[config.mk]
export PLATFORM = sky130hd
export DESIGN_NAME = lc3b_control
export DESIGN_NICKNAME = d
export VERILOG_FILES = /design/src/rtl/lc3b_control.sv
export SDC_FILE = /design/constraint.sdc
export NUM_CORES = 1
export LEC_CHECK = 0
export ABC_AREA = 1
export CAP_MARGIN = 5
export CORE_MARGIN = 3
export CORE_UTILIZATION = 42
export DETAILED_ROUTE_END_ITERATION = 10
export PLACE_DENSITY = 0.87
export SLEW_MARGIN = 10
export SYNTH_ARGS = -nofsm -noshare
export SYNTH_HDL_FRONTEND = slang
export SYNTH_SLANG_ARGS = --single-unit
[constraint.sdc]
create_clock -name clk -period 2.8 [get_ports clk]
set_input_delay 0.42 -clock clk [delete_from_list [all_inputs] [get_ports clk]]
set_output_delay 0.42 -clock clk [all_outputs]
set_load 0.05 [all_outputs]
[src/rtl/lc3b_control.sv]
// lc3b_control -- Moore control FSM for the LC-3b datapath.
// Sequences fetch/decode/execute for BR, ADD, AND, NOT, LDR and STR and
// handshakes with memory through mem_read/mem_write/mem_resp.
// Ports:
//   clk, reset_n        clock (rising edge), asynchronous active-low reset
//   opcode, imm_sel     IR[15:12] and IR[5] from the datapath
//   branch_enable       nzp/CC match from the datapath
//   mem_resp            one-cycle memory completion pulse
//   load_*/..._sel      datapath register loads and mux selects
//   aluop               000 add, 001 and, 010 not, 011 pass
//   mem_read/mem_write  memory strobes, mem_byte_enable = 11 while either is high
//   mem_error           one-cycle pulse after a memory timeout abort
// MEM_TIMEOUT = 0 waits forever for mem_resp; >0 bounds every wait state.
module lc3b_control #(
  parameter int unsigned MEM_TIMEOUT = 0
) (
  input  logic       clk,
  input  logic       reset_n,
  input  logic [3:0] opcode,
  input  logic       imm_sel,
  input  logic       branch_enable,
  input  logic       mem_resp,
  output logic       load_pc,
  output logic       pcmux_sel,
  output logic       storemux_sel,
  output logic       load_ir,
  output logic       load_regfile,
  output logic       load_cc,
  output logic       load_mar,
  output logic       load_mdr,
  output logic       marmux_sel,
  output logic       mdrmux_sel,
  output logic       alumux_sel,
  output logic       regfilemux_sel,
  output logic [2:0] aluop,
  output logic       mem_read,
  output logic       mem_write,
  output logic [1:0] mem_byte_enable,
  output logic       mem_error
);

  localparam int CW = (MEM_TIMEOUT > 0) ? $clog2(MEM_TIMEOUT + 1) : 1;

  typedef enum logic [3:0] {
    FETCH1, FETCH2, FETCH3, DECODE,
    S_ADD, S_AND, S_NOT, S_BR, BR_TAKEN,
    CALC_ADDR, LDR1, LDR2, STR1, STR2
  } state_t;

  typedef struct packed {
    logic       load_pc;
    logic       pcmux_sel;
    logic       storemux_sel;
    logic       load_ir;
    logic       load_regfile;
    logic       load_cc;
    logic       load_mar;
    logic       load_mdr;
    logic       marmux_sel;
    logic       mdrmux_sel;
    logic       alumux_sel;
    logic       regfilemux_sel;
    logic [2:0] aluop;
    logic       mem_read;
    logic       mem_write;
  } ctl_t;

  state_t          state, next_state;
  logic [CW-1:0]   wait_cnt;
  logic            err_q;
  logic            in_wait;
  logic            timeout;
  ctl_t            ctl;

  assign in_wait = (state == FETCH2) || (state == LDR1) || (state == STR2);

  // wait_cnt counts wait cycles already spent without mem_resp, so the
  // MEM_TIMEOUT-th silent cycle is the one where wait_cnt+1 hits the limit.
  // A mem_resp on that same cycle takes priority over the abort.
  always_comb begin
    timeout = 1'b0;
    if (MEM_TIMEOUT > 0 && in_wait && !mem_resp)
      timeout = (32'(wait_cnt) + 32'd1) == 32'(MEM_TIMEOUT);
  end

  // State register, wait counter and the registered error pulse.
  always_ff @(posedge clk or negedge reset_n) begin
    if (!reset_n) begin
      state    <= FETCH1;
      wait_cnt <= '0;
      err_q    <= 1'b0;
    end else begin
      state    <= next_state;
      err_q    <= timeout;
      // Staying put in a wait state means no mem_resp this cycle; any other
      // transition clears the counter so the next wait starts from zero.
      if (in_wait && next_state == state)
        wait_cnt <= wait_cnt + 1'b1;
      else
        wait_cnt <= '0;
    end
  end

  // Next-state logic.
  always_comb begin
    next_state = state;
    unique case (state)
      FETCH1:    next_state = FETCH2;
      FETCH2:    if (mem_resp) next_state = FETCH3;
                 else if (timeout) next_state = FETCH1;
      FETCH3:    next_state = DECODE;
      DECODE: begin
        unique case (opcode)
          4'b0001:          next_state = S_ADD;
          4'b0101:          next_state = S_AND;
          4'b1001:          next_state = S_NOT;
          4'b0000:          next_state = S_BR;
          4'b0110, 4'b0111: next_state = CALC_ADDR;
          default:          next_state = FETCH1;
        endcase
      end
      S_ADD, S_AND, S_NOT: next_state = FETCH1;
      S_BR:      next_state = branch_enable ? BR_TAKEN : FETCH1;
      BR_TAKEN:  next_state = FETCH1;
      CALC_ADDR: next_state = (opcode == 4'b0111) ? STR1 : LDR1;
      LDR1:      if (mem_resp) next_state = LDR2;
                 else if (timeout) next_state = FETCH1;
      LDR2:      next_state = FETCH1;
      STR1:      next_state = STR2;
      STR2:      if (mem_resp || timeout) next_state = FETCH1;
      default:   next_state = FETCH1;
    endcase
  end

  // Output decode: everything not named for a state stays 0.
  always_comb begin
    ctl = '0;
    unique case (state)
      FETCH1: begin
        ctl.marmux_sel = 1'b1;
        ctl.load_mar   = 1'b1;
        ctl.load_pc    = 1'b1;
      end
      FETCH2, LDR1: begin
        ctl.mem_read   = 1'b1;
        ctl.mdrmux_sel = 1'b1;
        ctl.load_mdr   = 1'b1;
      end
      FETCH3: ctl.load_ir = 1'b1;
      S_ADD, S_AND: begin
        ctl.aluop        = (state == S_AND) ? 3'b001 : 3'b000;
        ctl.alumux_sel   = imm_sel;
        ctl.load_regfile = 1'b1;
        ctl.load_cc      = 1'b1;
      end
      S_NOT: begin
        ctl.aluop        = 3'b010;
        ctl.load_regfile = 1'b1;
        ctl.load_cc      = 1'b1;
      end
      BR_TAKEN: begin
        ctl.pcmux_sel = 1'b1;
        ctl.load_pc   = 1'b1;
      end
      CALC_ADDR: begin
        ctl.alumux_sel = 1'b1;
        ctl.load_mar   = 1'b1;
      end
      LDR2: begin
        ctl.regfilemux_sel = 1'b1;
        ctl.load_regfile   = 1'b1;
        ctl.load_cc        = 1'b1;
      end
      STR1: begin
        ctl.storemux_sel = 1'b1;
        ctl.aluop        = 3'b011;
        ctl.load_mdr     = 1'b1;
      end
      STR2: begin
        ctl.storemux_sel = 1'b1;
        ctl.mem_write    = 1'b1;
      end
      default: ctl = '0;
    endcase
  end

  // Gating with reset_n forces every strobe low the moment reset asserts,
  // so an in-flight access cannot complete a write after reset.
  always_comb begin
    load_pc         = reset_n & ctl.load_pc;
    pcmux_sel       = reset_n & ctl.pcmux_sel;
    storemux_sel    = reset_n & ctl.storemux_sel;
    load_ir         = reset_n & ctl.load_ir;
    load_regfile    = reset_n & ctl.load_regfile;
    load_cc         = reset_n & ctl.load_cc;
    load_mar        = reset_n & ctl.load_mar;
    load_mdr        = reset_n & ctl.load_mdr;
    marmux_sel      = reset_n & ctl.marmux_sel;
    mdrmux_sel      = reset_n & ctl.mdrmux_sel;
    alumux_sel      = reset_n & ctl.alumux_sel;
    regfilemux_sel  = reset_n & ctl.regfilemux_sel;
    aluop           = reset_n ? ctl.aluop : 3'b000;
    mem_read        = reset_n & ctl.mem_read;
    mem_write       = reset_n & ctl.mem_write;
    mem_byte_enable = (mem_read || mem_write) ? 2'b11 : 2'b00;
    mem_error       = reset_n & err_q;
  end

endmodule

; After elaboration in Yosys (flattened, before gate mapping)
; Index checks and enable logic that the tools add are counted.
[totals]
register_bits = 4
input_bits = 9
word_cells = 70
[op_classes]
n_eq_ne = 21
muxes = 23
n_reduce_logical = 12
bitwise = 13
[op_table]
columns = cell, count
row1 = 4-bit case mux with 9 select lines, 1
row2 = 4-bit by 3-bit == test with 1-bit output (second input constant), 7
row3 = 4-bit == test (second input constant), 7
row4 = 4-bit case mux with 5 select lines, 1
row5 = 4-bit 2-to-1 mux, 4
row6 = 1-bit AND, 13
row7 = 2-bit OR reduction, 6
row8 = 1-bit 2-to-1 mux, 11
row9 = 4-bit by 1-bit == test with 1-bit output (second input constant), 2
row10 = 4-bit by 2-bit == test with 1-bit output (second input constant), 2
row11 = 4-bit logical NOT, 2
row12 = 3-bit 2-to-1 mux, 2
row13 = 2-bit inequality test (second input constant), 3
row14 = 2-bit case mux with 3 select lines, 1
row15 = 2-bit 2-to-1 mux, 2
row16 = 4-bit OR reduction, 1
row17 = 3-bit AND reduction, 1
row18 = 3-bit OR reduction, 1
row19 = 1-bit case mux with 2 select lines, 1
row20 = 1-bit logical OR, 1

; Longest topological paths before layout
[depth]
word_depth = 6
ltp_mapped = 9
ltp_nobuf = 9

; Worst setup path before layout
; OpenSTA, ideal clock, no wires.
[synth_timing]
kind = reg-to-output
startpoint = register state[1]
endpoint = output load_regfile
path_stages_with_launch = 5
n_path_buf = 1
arrival_time_ns = 2.526
slack_ns = -0.146
required_ns = 2.380
path_cell_list = dfrtp_1 > nand2_1 > nor3_1 > a31o_1 > buf_4
[synth_between]
elab_chain_cells = 4
elab_cells_between_ends = 7
[synth_rtl]
columns = item, line_no
row1 = from (decl), 68  ; state_t state, next_state;
row2 = from (signal assigned), 93  ; state <= next_state;
row3 = 4-bit by 3-bit == test with 1-bit output or 4-bit == test (tied branches), 138  ; unique case (state)
row4 = 4-bit OR reduction (no source line) (*), --
row5 = 2-bit 2-to-1 mux (*), 138
row6 = 1-bit AND (*), 194  ; load_regfile = reset_n & ctl.load_regfile;
row7 = to (decl), 27  ; output logic load_regfile,
; Mark *: on every way between the ends. The rest lies on a longest branch, timed or not.

; Worst setup path in the final report
[layout_timing]
startpoint = input reset_n
endpoint = output load_regfile
[layout_between]
elab_chain_cells = 1
[layout_rtl]
columns = item, line_no
row1 = from (decl), 18  ; input logic reset_n,
row2 = 1-bit AND, 194
; No other way between the ends.

==> report_table.html <==
<table>
<tr><th>Metric</th><th>Value</th></tr>
<tr><th colspan="2">Die</th></tr>
<tr><td>Area of the core region</td><td>1200 sq um</td></tr>
<tr><td>Die height</td><td>43.2 um</td></tr>
<tr><td>Initial core utilization</td><td>0.484</td></tr>
<tr><td>Area of the die</td><td>1870 sq um</td></tr>
<tr><td>Horizontal die dimension</td><td>approximately 43 um</td></tr>
<tr><td>FP Rows</td><td>12</td></tr>
<tr><td>IO Pins</td><td>29</td></tr>
<tr><th colspan="2">CTS</th></tr>
<tr><td>CTS-repair resized insts</td><td>0</td></tr>
<tr><td>TritonCTS sink count</td><td>4</td></tr>
<tr><td>Root Driver</td><td>sky130_fd_sc_hd__clkbuf_4</td></tr>
<tr><td>Clock slew at reported path FFs</td><td>40 ps</td></tr>
<tr><td>Post CTS Setup Buffer Count</td><td>0</td></tr>
<tr><td>Clock buffers created by TritonCTS</td><td>3</td></tr>
<tr><td>CTS tree</td><td>built</td></tr>
<tr><td>Worst-case clock buffer depth</td><td>2</td></tr>
<tr><td>Worst skew pair latency</td><td>240 ps</td></tr>
<tr><td>Hold-fix buffer count after cts</td><td>0</td></tr>
<tr><td>CTS H-tree lvls</td><td>1</td></tr>
<tr><th colspan="2">Detailed routing</th></tr>
<tr><td>Wirelength, routed</td><td>about 1700 um</td></tr>
<tr><td>Starting DRT DRC Count</td><td>33</td></tr>
<tr><td>Count of TritonRoute iterations in the first routing pass</td><td>4</td></tr>
<tr><td>Number of routed nets with antenna violations</td><td>0</td></tr>
<tr><td>Detailed-route wire length per cell</td><td>11.3 um</td></tr>
<tr><td>Via count</td><td>739</td></tr>
<tr><td>DRC violations left</td><td>0</td></tr>
<tr><td>Via density</td><td>4.96</td></tr>
<tr><th colspan="2">Global route</th></tr>
<tr><td>Global-route wire length before repair</td><td>2850 um</td></tr>
<tr><td>Leftover overflow at the end of global routing</td><td>0</td></tr>
<tr><td>Antenna violations before repair</td><td>0</td></tr>
<tr><td>Overall track demand over capacity in global routing</td><td>0.191</td></tr>
<tr><td>Via count of the first global-routing pass</td><td>between 600 and 700</td></tr>
<tr><td>Largest net degree at the start of global routing</td><td>11</td></tr>
<tr><th colspan="2">Synth</th></tr>
<tr><td>Most used standard cells in the synthesized netlist</td><td>sky130_fd_sc_hd__nand2_1, sky130_fd_sc_hd__nor2_1, sky130_fd_sc_hd__inv_1</td></tr>
<tr><td>Sequential element share of the synthesized area</td><td>0.172</td></tr>
<tr><td>Cell types with the largest area share after synthesis</td><td>sky130_fd_sc_hd__nand2_1, sky130_fd_sc_hd__dfrtp_1, sky130_fd_sc_hd__nor2_1, sky130_fd_sc_hd__inv_1, sky130_fd_sc_hd__buf_4</td></tr>
<tr><td>Synthesis warning total</td><td>0</td></tr>
<tr><td>Gate count after technology mapping</td><td>110</td></tr>
<tr><td>Async S/R FF share, synth</td><td>1.00</td></tr>
<tr><td>Most used standard cell by instance count after synthesis</td><td>sky130_fd_sc_hd__nand2_1</td></tr>
<tr><td>Post-synth EDFFs</td><td>0</td></tr>
<tr><td>Register bit total from synthesis</td><td>4</td></tr>
<tr><td>Post-Synthesis Cell Area</td><td>between 500 and 600 sq um</td></tr>
<tr><td>Top cell type by total area after synthesis</td><td>sky130_fd_sc_hd__nand2_1</td></tr>
<tr><td>Most frequently used flop master after synthesis</td><td>sky130_fd_sc_hd__dfrtp_1</td></tr>
<tr><td>Share of the synthesized area in the top cell type</td><td>0.200</td></tr>
<tr><td>Syn Area/Cell</td><td>around 5.3 sq um</td></tr>
<tr><td>Post-synth cell types</td><td>18</td></tr>
<tr><th colspan="2">Placement</th></tr>
<tr><td>Final HPWL DP</td><td>around 1400 um</td></tr>
<tr><td>GPL Wtd Cong</td><td>between 0.8 and 0.9</td></tr>
<tr><td>Post-Place Cells</td><td>roughly 150</td></tr>
<tr><td>Count of buffers inserted at the top-level ports</td><td>26</td></tr>
<tr><td>Setup slack after placement</td><td>459 ps</td></tr>
<tr><td>Placed Area</td><td>823 sq um</td></tr>
<tr><th colspan="2">Timing</th></tr>
<tr><td>Slew Limit Fails</td><td>0</td></tr>
<tr><td>Time the worst path needs with I/O delays and setup</td><td>2320 ps</td></tr>
<tr><td>Setup clock skew after layout</td><td>6.92 ps</td></tr>
<tr><td>Unrepaired setup endpoints after global routing</td><td>no</td></tr>
<tr><td>Period Utilization, post-route</td><td>0.829</td></tr>
<tr><td>Hold Violations, Final</td><td>0</td></tr>
<tr><td>Highest Clock Rate</td><td>431 MHz</td></tr>
<tr><td>Setup slack after layout</td><td>479 ps</td></tr>
<tr><td>Aggregate negative setup slack</td><td>0 ps</td></tr>
<tr><td># setup viols final</td><td>0</td></tr>
<tr><th colspan="2">Pwr</th></tr>
<tr><td>Leakage Power</td><td>0.481 nW</td></tr>
<tr><td>Maximum vdd ir drop</td><td>0.536 mV</td></tr>
<tr><td>Pwr per Cell Area</td><td>884 nW/um^2</td></tr>
<tr><th colspan="2">Final layout</th></tr>
<tr><td>Most flop-heavy register</td><td>state</td></tr>
<tr><td>Area growth from synthesis to final layout</td><td>45.4%</td></tr>
<tr><td>Share of the core filled with cells</td><td>0.704</td></tr>
<tr><td>Antenna diode instance count</td><td>0</td></tr>
<tr><td>Fillers</td><td>118</td></tr>
<tr><td>Finished Cell Area</td><td>between 800 and 900 sq um</td></tr>
<tr><td>Non-Filler Instances</td><td>between 100 and 150</td></tr>
<tr><td>Proportion of layout cells with a drive suffix above 1</td><td>0.274</td></tr>
<tr><td>Number of nets in the layout</td><td>146</td></tr>
<tr><td>Largest registers</td><td>state (4)</td></tr>
<tr><td>Flip-flop count of the largest register after layout</td><td>4</td></tr>
<tr><th colspan="2">Setup path</th></tr>
<tr><td>Required time of the worst setup path</td><td>2380 ps</td></tr>
<tr><td>Max Fanout on Critical Path</td><td>10</td></tr>
<tr><td>Arrival time of the worst setup path</td><td>1900 ps</td></tr>
<tr><td>CP Launch Type</td><td>input pin</td></tr>
<tr><td>Worst R2R Setup Slack</td><td>1530 ps</td></tr>
<tr><td>Sort of element at the end of the critical path</td><td>output pin</td></tr>
<tr><td>Reg2reg path depth</td><td>8</td></tr>
<tr><td>Worst setup path class</td><td>in2out</td></tr>
<tr><th colspan="2">Worst hold path</th></tr>
<tr><td>Hold/Removal Path Class</td><td>in2async</td></tr>
<tr><th colspan="2">Status</th></tr>
<tr><td>Status</td><td>finished, final reports clean</td></tr>
<tr><th colspan="2">Run</th></tr>
<tr><td># Max-Cap Violations</td><td>0</td></tr>
</table>
-- stage by stage --
stage	power (mW)	hold WS [ps]
2_1_floorplan	0.538	124
3_5_place_dp	0.670	639
3_3_place_gp	0.667	628
6_report	0.748	455
4_1_cts	0.745	471
5_1_grt	0.801	474
-- critical path: stages --
cell,delay (ps)
sky130_fd_sc_hd__clkdlybuf4s50_1,670
sky130_fd_sc_hd__inv_2,160
sky130_fd_sc_hd__nor3_2,240
sky130_fd_sc_hd__a31o_1,240
sky130_fd_sc_hd__buf_12,170
-- final cells by class --
type,instances,area [sq um],share of cell area
Sequential cell,4,100,0.118
Multi-Input combinational cell,83,382,0.451
Clock buffer,3,22.5,0.0266
Timing Repair Buffer,26,253,0.299
Tap cell,14,17.5,0.0207
Inverter,19,71.3,0.0843
-- routing by layer --
layer	vias to the layer above	GRT usage	routed length, um
met3	2	0.0297	126
met1	320	0.241	707
met2	34	0.345	847
met4	0	0.0181	6
met5	-	0	0
li1	383	-	-
-- report_power, final --
part / internal, mW / switching, mW
logic: 0.163 / 0.393
registers: 0.0792 / 0.0383
clock network: 0.0481 / 0.0259
-- placed cells by master, fill, tap and decap left out, types with 4 or more instances in the layout --
master / netlist / routed
sky130_fd_sc_hd__a21oi_1: 4 / 4
sky130_fd_sc_hd__buf_4: 5 / 15
sky130_fd_sc_hd__clkdlybuf4s50_1: 0 / 8
sky130_fd_sc_hd__dfrtp_1: 4 / 4
sky130_fd_sc_hd__inv_1: 13 / 13
sky130_fd_sc_hd__inv_2: 5 / 5
sky130_fd_sc_hd__nand2_1: 31 / 31
sky130_fd_sc_hd__nand2_2: 5 / 5
sky130_fd_sc_hd__nand3_1: 7 / 7
sky130_fd_sc_hd__nor2_1: 20 / 20
-- path summary, 6_finish.rpt --
check                          from            to
min reg2reg                state[0]      state[0]
min                         reset_n      state[3]
min in group clk           state[0]      state[0]
max                         reset_n  load_regfile
max in group asynchronous   reset_n      state[2]
max reg2reg                state[1]      state[1]
-- logic make-up after synthesis --
group	Yosys count	synth area share
AO/OA/AOI/OAI	9	0.0860
other	1	0.00645
buffers and inverters	24	0.187
AND/OR/NAND/NOR	72	0.548
flip-flops	4	0.172
Note: power is estimated with default switching activity, not from simulation.
